`config.mk`:
```
export PLATFORM = sky130hd
export DESIGN_NAME = fir_seq_ctrl
export DESIGN_NICKNAME = d
export VERILOG_FILES = /design/src/rtl/fir_pkg.sv /design/src/rtl/fir_tick_gen.sv /design/src/rtl/fir_seq_ctrl.sv
export SDC_FILE = /design/constraint.sdc
export NUM_CORES = 1
export LEC_CHECK = 0
export BUFFER_PORTS_ARGS = -buffer_cell sky130_fd_sc_hd__buf_2
export CAP_MARGIN = 5
export CORE_AREA = 2 2 80 97
export CTS_CLUSTER_DIAMETER = 200
export DETAILED_ROUTE_END_ITERATION = 8
export DIE_AREA = 0 0 82 99
export PLACE_DENSITY = 0.84
export SLEW_MARGIN = 40
export SYNTH_ARGS = -nofsm -noshare
export SYNTH_HDL_FRONTEND = slang
export SYNTH_HIERARCHICAL = 1
export SYNTH_SLANG_ARGS = --single-unit
```
`constraint.sdc`:
```
create_clock -name clk -period 5 [get_ports clk]
set_input_delay 1 -clock clk [delete_from_list [all_inputs] [get_ports clk]]
set_output_delay 1 -clock clk [all_outputs]
set_load 0.005 [all_outputs]
```
`src/rtl/fir_pkg.sv`:
```
// ---------------------------------------------------------------------------
// fir_pkg
// Shared definitions for the FIR block: controller state encoding and the
// default geometry used by fir_seq_ctrl, shift_register, coeffs_regs and fir.
// ---------------------------------------------------------------------------
package fir_pkg;

    // Default geometry of the FIR datapath.
    localparam int FIR_NUM_COEFF = 4;   // taps / coefficient slots / flush length
    localparam int FIR_SIZE      = 8;   // sample, coefficient and result width
    localparam int FIR_COEFF_W   = 5;   // width of incoming coefficient data
    localparam int FIR_SEL_W     = 2;   // coefficient select width
    localparam int FIR_DIV_W     = 24;  // sample-rate divider width

    // Controller state; the encoding is visible on debug probes, keep it fixed.
    typedef enum logic [1:0] {
        ST_IDLE  = 2'd0,
        ST_LOAD  = 2'd1,
        ST_RUN   = 2'd2,
        ST_FLUSH = 2'd3
    } fir_state_t;

endpackage : fir_pkg

```
`src/rtl/fir_tick_gen.sv`:
```
// ---------------------------------------------------------------------------
// fir_tick_gen
// Loadable down-counter that paces sample shifts. A load sets both the
// current count and the reload value. While enabled, the counter decrements
// every cycle; when it sits at zero, tick is asserted and the counter
// reloads, so the tick period is reload value + 1 cycles.
//
// Ports:
//   clk      clock
//   rst      synchronous active-high reset (count and reload cleared)
//   load     load count and reload value from load_val (overrides en)
//   load_val value to load (period - 1)
//   en       count enable
//   tick     combinational: counter at zero while enabled
// ---------------------------------------------------------------------------
module fir_tick_gen
    import fir_pkg::*;
#(
    parameter int DIV_W = FIR_DIV_W
) (
    input  logic             clk,
    input  logic             rst,
    input  logic             load,
    input  logic [DIV_W-1:0] load_val,
    input  logic             en,
    output logic             tick
);

    logic [DIV_W-1:0] count_reg;
    logic [DIV_W-1:0] count_next;
    logic [DIV_W-1:0] reload_reg;
    logic [DIV_W-1:0] reload_next;

    always_ff @(posedge clk) begin
        if (rst) begin
            count_reg  <= '0;
            reload_reg <= '0;
        end else begin
            count_reg  <= count_next;
            reload_reg <= reload_next;
        end
    end

    always_comb begin
        count_next  = count_reg;
        reload_next = reload_reg;
        if (load) begin
            count_next  = load_val;
            reload_next = load_val;
        end else if (en) begin
            // Reload at zero instead of wrapping.
            if (count_reg == '0) begin
                count_next = reload_reg;
            end else begin
                count_next = count_reg - DIV_W'(1);
            end
        end
    end

    assign tick = en && !load && (count_reg == '0);

endmodule : fir_tick_gen

```
`src/rtl/fir_seq_ctrl.sv`:
```
// ---------------------------------------------------------------------------
// fir_seq_ctrl
// Sequencer for the FIR datapath. Loads the coefficient bank through a
// ready/valid port, paces tap-register shifts with a programmable divider,
// captures the combinational FIR result one cycle after each shift, and on
// stop pushes NUM_COEFF zeros through the delay line.
//
// Ports:
//   clk, rst              clock, synchronous active-high reset
//   cfg_valid/cfg_ready   coefficient beat handshake
//   cfg_data, cfg_last    coefficient value, last beat of a burst
//   start, stop           streaming control pulses
//   div_val               sample period in clk cycles (0 acts as 1), taken on start
//   coeff_out/sel/we      registered write port to the coefficient bank
//   shift_en              one-cycle shift strobe to the tap shift register
//   zero_in               forces the sample input mux to zero while flushing
//   y_in                  combinational FIR result
//   y_out, y_valid        captured result and its one-cycle strobe
//   busy                  controller not idle
//   err                   sticky protocol error (start at a bad time)
// ---------------------------------------------------------------------------
module fir_seq_ctrl
    import fir_pkg::*;
#(
    parameter int NUM_COEFF = FIR_NUM_COEFF,
    parameter int SIZE      = FIR_SIZE,
    parameter int COEFF_W   = FIR_COEFF_W,
    parameter int SEL_W     = FIR_SEL_W,
    parameter int DIV_W     = FIR_DIV_W
) (
    input  logic               clk,
    input  logic               rst,
    input  logic               cfg_valid,
    output logic               cfg_ready,
    input  logic [COEFF_W-1:0] cfg_data,
    input  logic               cfg_last,
    input  logic               start,
    input  logic               stop,
    input  logic [DIV_W-1:0]   div_val,
    output logic [SIZE-1:0]    coeff_out,
    output logic [SEL_W-1:0]   coeff_sel,
    output logic               coeff_we,
    output logic               shift_en,
    output logic               zero_in,
    input  logic [SIZE-1:0]    y_in,
    output logic [SIZE-1:0]    y_out,
    output logic               y_valid,
    output logic               busy,
    output logic               err
);

    // Flush counter must be able to hold NUM_COEFF itself.
    localparam int                FC_W      = $clog2(NUM_COEFF + 1);
    localparam logic [FC_W-1:0]   FLUSH_LEN = FC_W'(NUM_COEFF);
    localparam logic [SEL_W-1:0]  LAST_SEL  = SEL_W'(NUM_COEFF - 1);

    fir_state_t        state_reg, state_next;
    logic [SEL_W-1:0]  idx_reg, idx_next;
    logic [FC_W-1:0]   flush_cnt_reg, flush_cnt_next;
    logic              err_reg, err_next;
    logic              zero_in_reg, zero_in_next;
    logic              shift_en_reg, shift_en_next;
    logic              y_valid_reg, y_valid_next;
    logic [SIZE-1:0]   y_out_reg, y_out_next;
    logic              coeff_we_reg, coeff_we_next;
    logic [SEL_W-1:0]  coeff_sel_reg, coeff_sel_next;
    logic [SIZE-1:0]   coeff_out_reg, coeff_out_next;

    logic              cfg_hs;
    logic              burst_end;
    logic              div_load;
    logic              div_en;
    logic              tick;
    logic [DIV_W-1:0]  div_reload;
    logic [SIZE-1:0]   coeff_ext;

    // Zero-extend (or truncate) the incoming coefficient to the bank width.
    genvar gi;
    generate
        for (gi = 0; gi < SIZE; gi++) begin : g_coeff_ext
            if (gi < COEFF_W) begin : g_data
                assign coeff_ext[gi] = cfg_data[gi];
            end else begin : g_zero
                assign coeff_ext[gi] = 1'b0;
            end
        end
    endgenerate

    assign cfg_ready = (state_reg == ST_IDLE) || (state_reg == ST_LOAD);
    assign busy      = (state_reg != ST_IDLE);
    assign cfg_hs    = cfg_valid && cfg_ready;

    // A burst closes on an explicit last beat or when the final slot is hit.
    assign burst_end = cfg_last || (idx_reg == LAST_SEL);

    // div_val == 0 behaves as a period of 1 (reload value 0).
    assign div_reload = (div_val == '0) ? '0 : (div_val - DIV_W'(1));

    // The divider free-runs through RUN into FLUSH so the flush keeps the
    // streaming cadence.
    assign div_en = (state_reg == ST_RUN) || (state_reg == ST_FLUSH);

    fir_tick_gen #(
        .DIV_W (DIV_W)
    ) u_tick_gen (
        .clk      (clk),
        .rst      (rst),
        .load     (div_load),
        .load_val (div_reload),
        .en       (div_en),
        .tick     (tick)
    );

    always_ff @(posedge clk) begin
        if (rst) begin
            state_reg     <= ST_IDLE;
            idx_reg       <= '0;
            flush_cnt_reg <= '0;
            err_reg       <= 1'b0;
            zero_in_reg   <= 1'b0;
            shift_en_reg  <= 1'b0;
            y_valid_reg   <= 1'b0;
            y_out_reg     <= '0;
            coeff_we_reg  <= 1'b0;
            coeff_sel_reg <= '0;
            coeff_out_reg <= '0;
        end else begin
            state_reg     <= state_next;
            idx_reg       <= idx_next;
            flush_cnt_reg <= flush_cnt_next;
            err_reg       <= err_next;
            zero_in_reg   <= zero_in_next;
            shift_en_reg  <= shift_en_next;
            y_valid_reg   <= y_valid_next;
            y_out_reg     <= y_out_next;
            coeff_we_reg  <= coeff_we_next;
            coeff_sel_reg <= coeff_sel_next;
            coeff_out_reg <= coeff_out_next;
        end
    end

    always_comb begin
        state_next     = state_reg;
        idx_next       = idx_reg;
        flush_cnt_next = flush_cnt_reg;
        err_next       = err_reg;
        zero_in_next   = zero_in_reg;
        shift_en_next  = 1'b0;
        div_load       = 1'b0;

        // Coefficient write port: one cycle behind the handshake.
        coeff_we_next  = cfg_hs;
        coeff_sel_next = cfg_hs ? idx_reg : coeff_sel_reg;
        coeff_out_next = cfg_hs ? coeff_ext : coeff_out_reg;

        // Capture one cycle after the shift so y_in reflects the shifted taps.
        y_valid_next   = shift_en_reg;
        y_out_next     = shift_en_reg ? y_in : y_out_reg;

        case (state_reg)
            ST_IDLE: begin
                if (cfg_hs) begin
                    // Handshake has priority; a concurrent start is dropped.
                    if (start) begin
                        err_next = 1'b1;
                    end
                    if (burst_end) begin
                        idx_next = '0;
                    end else begin
                        idx_next   = idx_reg + SEL_W'(1);
                        state_next = ST_LOAD;
                    end
                end else if (start && !stop) begin
                    div_load   = 1'b1;
                    state_next = ST_RUN;
                end
            end

            ST_LOAD: begin
                if (start) begin
                    err_next = 1'b1;
                end
                if (cfg_hs) begin
                    if (burst_end) begin
                        idx_next   = '0;
                        state_next = ST_IDLE;
                    end else begin
                        idx_next = idx_reg + SEL_W'(1);
                    end
                end
            end

            ST_RUN: begin
                if (start) begin
                    err_next = 1'b1;
                end
                // A tick coinciding with stop still shifts, as a normal sample.
                shift_en_next = tick;
                if (stop) begin
                    state_next     = ST_FLUSH;
                    zero_in_next   = 1'b1;
                    flush_cnt_next = '0;
                end
            end

            ST_FLUSH: begin
                if (start) begin
                    err_next = 1'b1;
                end
                // Stop counting ticks once NUM_COEFF zeros have been issued;
                // with a period of 1 another tick arrives before we leave.
                if (tick && (flush_cnt_reg != FLUSH_LEN)) begin
                    shift_en_next  = 1'b1;
                    flush_cnt_next = flush_cnt_reg + FC_W'(1);
                end
                // Leave on the edge that captures the last flushed result.
                if (shift_en_reg && (flush_cnt_reg == FLUSH_LEN)) begin
                    state_next   = ST_IDLE;
                    zero_in_next = 1'b0;
                end
            end

            default: begin
                state_next = ST_IDLE;
            end
        endcase
    end

    assign coeff_out = coeff_out_reg;
    assign coeff_sel = coeff_sel_reg;
    assign coeff_we  = coeff_we_reg;
    assign shift_en  = shift_en_reg;
    assign zero_in   = zero_in_reg;
    assign y_out     = y_out_reg;
    assign y_valid   = y_valid_reg;
    assign err       = err_reg;

endmodule : fir_seq_ctrl

```
==> results of run 1 <==
[Yosys cell counts, types with 5 or more instances]
library cell	n	area, um2
a211oi_1	6	45.04
a21oi_1	47	235.2
a22oi_1	8	60.06
a31oi_1	14	87.58
buf_1	5	18.77
clkbuf_1	18	67.56
dfxtp_1	75	1501
ha_1	7	87.58
inv_1	10	37.54
mux2i_1	30	300.3
nand2_1	43	161.4
nand2b_1	16	100.1
nand3_1	13	65.06
nand4_1	6	37.54
nor2_1	73	274.0
nor2b_1	8	50.05
nor3_1	12	60.06
nor4_1	8	50.05
o21ai_0	17	85.08
o31ai_1	12	90.09
or3_1	6	37.54
or4_1	8	60.06
xnor2_1	15	131.4
xor2_1	8	70.07
[critical path, stage by stage]
cell and delay (ps):
buf_2 120, nor4_2 660, nand3_1 410, nor3_2 240, buf_4 270, a21oi_1 100
a22oi_1 200, nor2_1 50, a31oi_1 210, o21ai_0 140
[per-layer routing]
| metal | track usage | share of wire | routed length, um |
|---|---|---|---|
| met4 | 0.1295 | 0.035 | 366 |
| met1 | 0.3164 | 0.42 | 4404 |
| met3 | 0.04579 | 0.041 | 422 |
| met2 | 0.4509 | 0.50 | 5211 |
| met5 | 0 | 0 | 0 |
[placed cells by master, fill, tap and decap left out, types with 3 or more instances in the layout]
| master | synthesis | final |
|---|---|---|
| and3_1 | 3 | 3 |
| o31ai_1 | 12 | 12 |
| nor3_1 | 12 | 11 |
| or4_4 | 3 | 3 |
| ha_1 | 7 | 7 |
| buf_4 | 4 | 4 |
| conb_1 | 1 | 3 |
| mux2i_1 | 30 | 30 |
| a22oi_1 | 8 | 8 |
| nor4_1 | 8 | 8 |
| nor2_1 | 73 | 71 |
| o21ai_0 | 17 | 17 |
| o22ai_1 | 3 | 3 |
| inv_1 | 10 | 10 |
| buf_2 | 4 | 64 |
| nand3_1 | 13 | 13 |
| a21oi_1 | 47 | 47 |
| a31oi_1 | 14 | 14 |
| nand2b_1 | 16 | 16 |
| dfxtp_1 | 75 | 75 |
| xnor2_1 | 15 | 15 |
| o41ai_1 | 3 | 3 |
| nand4_1 | 6 | 6 |
| a211oi_1 | 6 | 6 |
| nor2b_1 | 8 | 7 |
| xor2_1 | 8 | 8 |
| clkbuf_8 | 0 | 10 |
| or4_1 | 8 | 8 |
| nand2_1 | 43 | 43 |
| or3_1 | 6 | 6 |
[final timing paths]
kind                            startpoint                        to  slack, ps  depth (start not counted)
hold / removal                coeff_out[3]              coeff_out[3]        460                          2
hold reg to reg               coeff_out[3]              coeff_out[3]        460                          2
setup / recovery                div_val[7]  u_tick_gen/count_reg[14]       1810                         10
setup reg to reg  u_tick_gen/count_reg[16]          flush_cnt_reg[2]       2280                          7
[cells by family after synthesis]
| family | count (synthesis) | share of synthesized area |
|---|---|---|
| flip-flops | 75 | 0.3453 |
| buffers and inverters | 46 | 0.05122 |
| multiplexers | 32 | 0.07424 |
| XOR/XNOR | 23 | 0.04633 |
| other | 1 | 0.0008625 |
| adder cells (fa/ha/maj) | 7 | 0.02014 |
| AND/OR/NAND/NOR | 225 | 0.2812 |
| AO/OA/AOI/OAI | 125 | 0.1807 |
[report_power, final]
group	leakage, nW	switching, W	internal (W)
logic	1.10	0.000336	0.000244
clock network	0.102	0.000220	0.000244
registers	0.610	0.0000620	0.000645
total	1.81	0.000618	0.00113
[final cells by class]
cell class	instances	area [um2]	share of cell area
inverters	11	41.29	0.008492
repair buffers	68	350.3	0.07205
flip-flops and latches	75	1501	0.3088
clock inverters	6	65.06	0.01338
clock buffers	10	137.6	0.02831
well taps	90	112.6	0.02316
multi-input cells	415	2654	0.5458
[through the flow]
step / hold slack [ps] / util / instance area, um2 / setup WS, ps
after floorplan: 444.6 / - / 4355 / 1900
after global placement: 440.0 / 0.6506 / 4649 / 1579
after detailed placement: 448.4 / 0.6506 / 4649 / 1503
after CTS: 461.1 / 0.6789 / 4852 / 1865
after global routing: 486.8 / 0.6803 / 4862 / 1614
final: 457.6 / 0.6803 / 4862 / 1811
==> summary.txt, run 1 <==
Drt
  – Routed via count: 4048
  – DR iter-0 viols: 294
  – Vias per cell: 5.997
  – Drt wl/cell: 15.41 um
  – Drt pass-1 iters: 5
  – Routed Antenna Nets: 0
  – DRC: 0
  – Final wirelength: 10410 um

CTS
  – Clk sinks: 75
  – Post-CTS setup buffer count: 0
  – Clock Latency Late Sink: 340 ps
  – Resized Gates After CTS: 0
  – CTS Buf Count: 9
  – Htree depth: 3
  – CTS tree: yes
  – Hold buffers post-CTS: 0
  – CTS clock-pin slew for the worst setup and hold paths: 80 ps
  – Worst-case clock buffer depth: 2
  – Clock root cell: clkbuf_8

Synth
  – Ys Warns: 6
  – Synth unique cells: 65
  – Syn avg cell area: 8.142 um2
  – Post-synth EDFFs: 0
  – Post-Syn Area: 4348 um2
  – Async SR Flop Fraction: 0
  – Post-synth top flop: dfxtp_1
  – Sequential fraction of the synthesis area: 0.3453
  – Yosys reg bits: 75
  – Post-Syn Instances: 534

Run
  – Maxcap violations: 0

Timing
  – Final setup violation count: 0
  – Setup_tns: 0 ps
  – Tcrit/Tclk final: 0.6378
  – Slew Viols, Final: 0
  – Clock skew: 8.128 ps
  – Final hold violations: 0
  – Rel. slew slack: 0.4209
  – Unrepaired setup endpoints after global routing: no
  – Worst-Margin Slew: 868.7 ps
  – Tmin final: 3189 ps
  – Max Freq: 313.6 MHz

Floorplanning
  – Die span in x: 82 um
  – Starting Density: 0.6084
  – Vert. Die Dim: 99 um
  – Core area: 7147 um2
  – DIE AREA: 8118 um2
  – # IOs: 68
  – Cell row count: 34

Placement
  – Dpl cells: 659
  – I/O Buffers: 64
  – Placer congestion estimate: 0.9078
  – DPL Wire Length: 7367 um

Setup path
  – Worst setup SP type: primary input
  – Arrival @ worst endpoint: 3410 ps
  – CP max FO: 22
  – Critical path required time: 5220 ps
  – CP endpoint kind: flip-flop
  – Setup CP Type: in2reg

Final layout
  – Area Overhead vs Synth: 11.83%
  – Layout Cells excl Fill: 675
  – Final #Nets: 630
  – Antenna cells: 0
  – Layout cells sized above 1: 0.1932
  – Filler Cells Inserted: 596

Power
  – Total power: 0.001751 W
  – Worst VDD drop: 0.2407 mV
  – Lkg Pwr: 1.814 nW
  – PwrDens: 360.1 nW/um2

Global routing
  – Total GRT Usage: 0.2653
  – Aggregate global routing overflow: 0
  – Vias in the first global route: 3759
  – Largest net degree at the start of global routing: 77
  – First-pass GRT wire length: 16980 um
  – Antenna violations before repair: 0

Outcome
  – Run status: complete, no violations

Worst hold path
  – HP Class: reg2reg
(Power assumes the default switching activity.)
==> run 2: changes to the inputs <==
--- a/config.mk
+++ b/config.mk
@@ -7,11 +7,11 @@
 export LEC_CHECK = 0
 export BUFFER_PORTS_ARGS = -buffer_cell sky130_fd_sc_hd__buf_2
 export CAP_MARGIN = 5
-export CORE_AREA = 2 2 80 97
+export CORE_AREA = 2 2 87 106
 export CTS_CLUSTER_DIAMETER = 200
 export DETAILED_ROUTE_END_ITERATION = 8
-export DIE_AREA = 0 0 82 99
-export PLACE_DENSITY = 0.84
+export DIE_AREA = 0 0 89 108
+export PLACE_DENSITY = 0.75
 export SLEW_MARGIN = 40
 export SYNTH_ARGS = -nofsm -noshare
 export SYNTH_HDL_FRONTEND = slang
==> constraint.sdc (replaced) <==
create_clock -name clk -period 2.75 [get_ports clk]
set_input_delay 0.55 -clock clk [delete_from_list [all_inputs] [get_ports clk]]
set_output_delay 0.55 -clock clk [all_outputs]
set_load 0.005 [all_outputs]
==> summary.txt, run 2 (synthesis gave the netlist of run 1 again) <==
Power
  – Clk pwr share: 0.311 (was 0.265)
  – Gate power share: 0.321 (was 0.331)
  – Lkg Pwr: 1.968 nW (was 1.814 nW)
  – Sequential Power Share: 0.368 (was 0.404)
  – Worst VDD drop: 0.3633 mV (was 0.2407 mV)
  – PwrDens: 679.0 nW/um2 (was 360.1 nW/um2)
  – Switch Pwr: 0.001144 W (was 0.0006181 W)
  – Int Power: 0.002352 W (was 0.001133 W)
  – Sw frac: 0.3273 (was 0.3531)

Outcome
  – Run status: complete, no violations (unchanged)

Floorplanning
  – DIE AREA: 9612 um2 (was 8118 um2)
  – Vert. Die Dim: 108 um (was 99 um)
  – # IOs: 68 (unchanged)
  – Core area: 8518 um2 (was 7147 um2)
  – Cell row count: 37 (was 34)
  – Starting Density: 0.5104 (was 0.6084)
  – Die span in x: 89 um (was 82 um)

Drt
  – Vias per cell: 5.704 (was 5.997)
  – DR iter-0 viols: 275 (was 294)
  – Routed Antenna Nets: 0 (unchanged)
  – Routed via count: 4141 (was 4048)
  – Drt pass-1 iters: 5 (unchanged)
  – Final wirelength: 10470 um (was 10410 um)
  – Drt wl/cell: 14.43 um (was 15.41 um)
  – DRC: 0 (unchanged)

Global routing
  – Antenna violations before repair: 0 (unchanged)
  – Total GRT Usage: 0.2259 (was 0.2653)
  – First-pass GRT wire length: 17490 um (was 16980 um)
  – Largest net degree at the start of global routing: 55 (was 77)
  – Aggregate global routing overflow: 0 (unchanged)
  – Vias in the first global route: 3829 (was 3759)

Setup path
  – Critical path required time: 3030 ps (was 5220 ps)
  – Cells along the critical path: buf_2, or4_1, or4_4, or4_4, a21oi_2, nand2_1, a21oi_1, a31oi_1, o21ai_0 (was buf_2, nor4_2, nand3_1, nor3_2, buf_4, a21oi_1, a22oi_1, nor2_1, a31oi_1, o21ai_0)
  – Critical path's largest stage delay: 580 ps (was 660 ps)
  – Most frequent cell on the critical path: or4_4
  – CP endpoint kind: flip-flop (unchanged)
  – Critical path's slowest cell: or4_1 (was nor4_2)
  – Arrival @ worst endpoint: 2720 ps (was 3410 ps)
  – Setup CP Type: in2reg (unchanged)
  – Worst setup SP type: primary input (unchanged)
  – CP max FO: 5 (was 22)

Final layout
  – Core Util, Final: 0.6044 (was 0.6803)
  – Area Overhead vs Synth: 18.42% (was 11.83%)
  – Final #Nets: 654 (was 630)
  – Most frequent cells in the layout: dfxtp_1, nor2_1, buf_2, a21oi_1, nand2_1 (unchanged)
  – Antenna cells: 0 (unchanged)
  – Commonest non-fill, non-tap cell in the layout: dfxtp_1 (unchanged)
  – Final instance area: 5149 um2 (was 4862 um2)
  – Filler Cells Inserted: 791 (was 596)
  – Layout cells sized above 1: 0.2200 (was 0.1932)

Timing
  – Worst-Margin Slew: 565.4 ps (was 868.7 ps)
  – Rel. slew slack: 0.6226 (was 0.4209)
  – Clock skew: 9.303 ps (was 8.128 ps)
  – Tmin final: 2436 ps
  – Unrepaired setup endpoints after global routing: no (unchanged)
  – Slew Viols, Final: 0 (unchanged)
  – Max Freq: 410.6 MHz
  – PnR worst setup slack: 314.3 ps (was 1811 ps)
  – Tcrit/Tclk final: 0.8857
  – Worst hold margin: 428.5 ps (was 457.6 ps)
  – Final hold violations: 0 (unchanged)
  – Final setup violation count: 0 (unchanged)

Worst hold path
  – HP Class: in2reg (was reg2reg)

CTS
  – CTS Buf Count: 9 (unchanged)
  – Resized Gates After CTS: 0 (unchanged)
  – Hold buffers post-CTS: 0 (unchanged)
  – Worst-case clock buffer depth: 2 (unchanged)
  – Clk sinks: 75 (unchanged)
  – Clock root cell: clkbuf_8 (unchanged)
  – CTS clock-pin slew for the worst setup and hold paths: 80 ps (about the same)
  – Post-CTS setup buffer count: 0 (unchanged)
  – Clock Latency Late Sink: 350 ps (was 340 ps)
  – CTS tree: yes (unchanged)
  – Htree depth: 3 (unchanged)

Placement
  – DPL Wire Length: 7371 um (was 7367 um)
  – Post-Place Setup Slack: -11.37 ps (was 1503 ps)
  – I/O Buffers: 64 (unchanged)
  – DP Area: 4888 um2 (was 4649 um2)
  – Placer congestion estimate: 0.8532 (was 0.9078)

Run
  – Maxcap violations: 0 (unchanged)
run 2: cell types whose count changed in the layout (fill, tap and decap cells not counted), moves of 2 or more:
cell	before	now
bufinv_16	1	3
buf_4	4	26
clkinv_4	2	0
nor2_2	2	0
clkbuf_8	10	12
nor2_1	71	73
buf_12	0	2
run 2: final cells by class:
cell class | instances | area [um2] | share of cell area
flip-flops and latches | 75 | 1501 | 0.2916
inverters | 11 | 41.29 | 0.008019
well taps | 117 | 146.4 | 0.02843
multi-input cells | 415 | 2644 | 0.5135
repair buffers | 92 | 555.5 | 0.1079
clock buffers | 12 | 165.2 | 0.03208
clock inverters | 4 | 95.09 | 0.01847
run 2: worst paths after layout:
kind                                 start                  endpoint  slack, ps  cells past startpoint
hold / removal                     y_in[0]                  y_out[0]        430                      3
setup reg to reg  u_tick_gen/count_reg[16]  u_tick_gen/count_reg[23]        490                      6
hold reg to reg               coeff_out[0]              coeff_out[0]        450                      2
setup / recovery                div_val[7]  u_tick_gen/count_reg[17]        310                      9
run 2: metrics by stage:
stage	setup TNS (ps)	power, W	instances
after floorplan	0	0.002113	536
after global placement	0	0.002394	710
after detailed placement	-11.37	0.002411	710
after CTS	0	0.003504	726
after global routing	0	0.003688	726
final	0	0.003496	726
run 2: per-layer routing:
metal / share of wire / routed length [um] / GRT usage
met5: 0 / 0 / 0
met4: 0.020 / 212 / 0.07676
met3: 0.045 / 470 / 0.04122
met2: 0.50 / 5219 / 0.3742
met1: 0.44 / 4571 / 0.2940
run 2: power by group through the flow:
| stage | sequential [W] | clock (W) | combinational (W) |
|---|---|---|---|
| 3_3_place_gp | 0.00130 | 0 | 0.00109 |
| 5_1_grt | 0.00130 | 0.00114 | 0.00125 |
| 4_1_cts | 0.00128 | 0.00110 | 0.00112 |
| 2_1_floorplan | 0.00128 | 0 | 0.000833 |
| 6_report | 0.00129 | 0.00109 | 0.00112 |
| 3_5_place_dp | 0.00131 | 0 | 0.00110 |
run 2: critical path, delay by kind of cell:
family                 cells  cell delay (ps)
AOI/OAI and AO/OA          4              430
and+or+nand+nor            4             1620
buffers and inverters      1              110
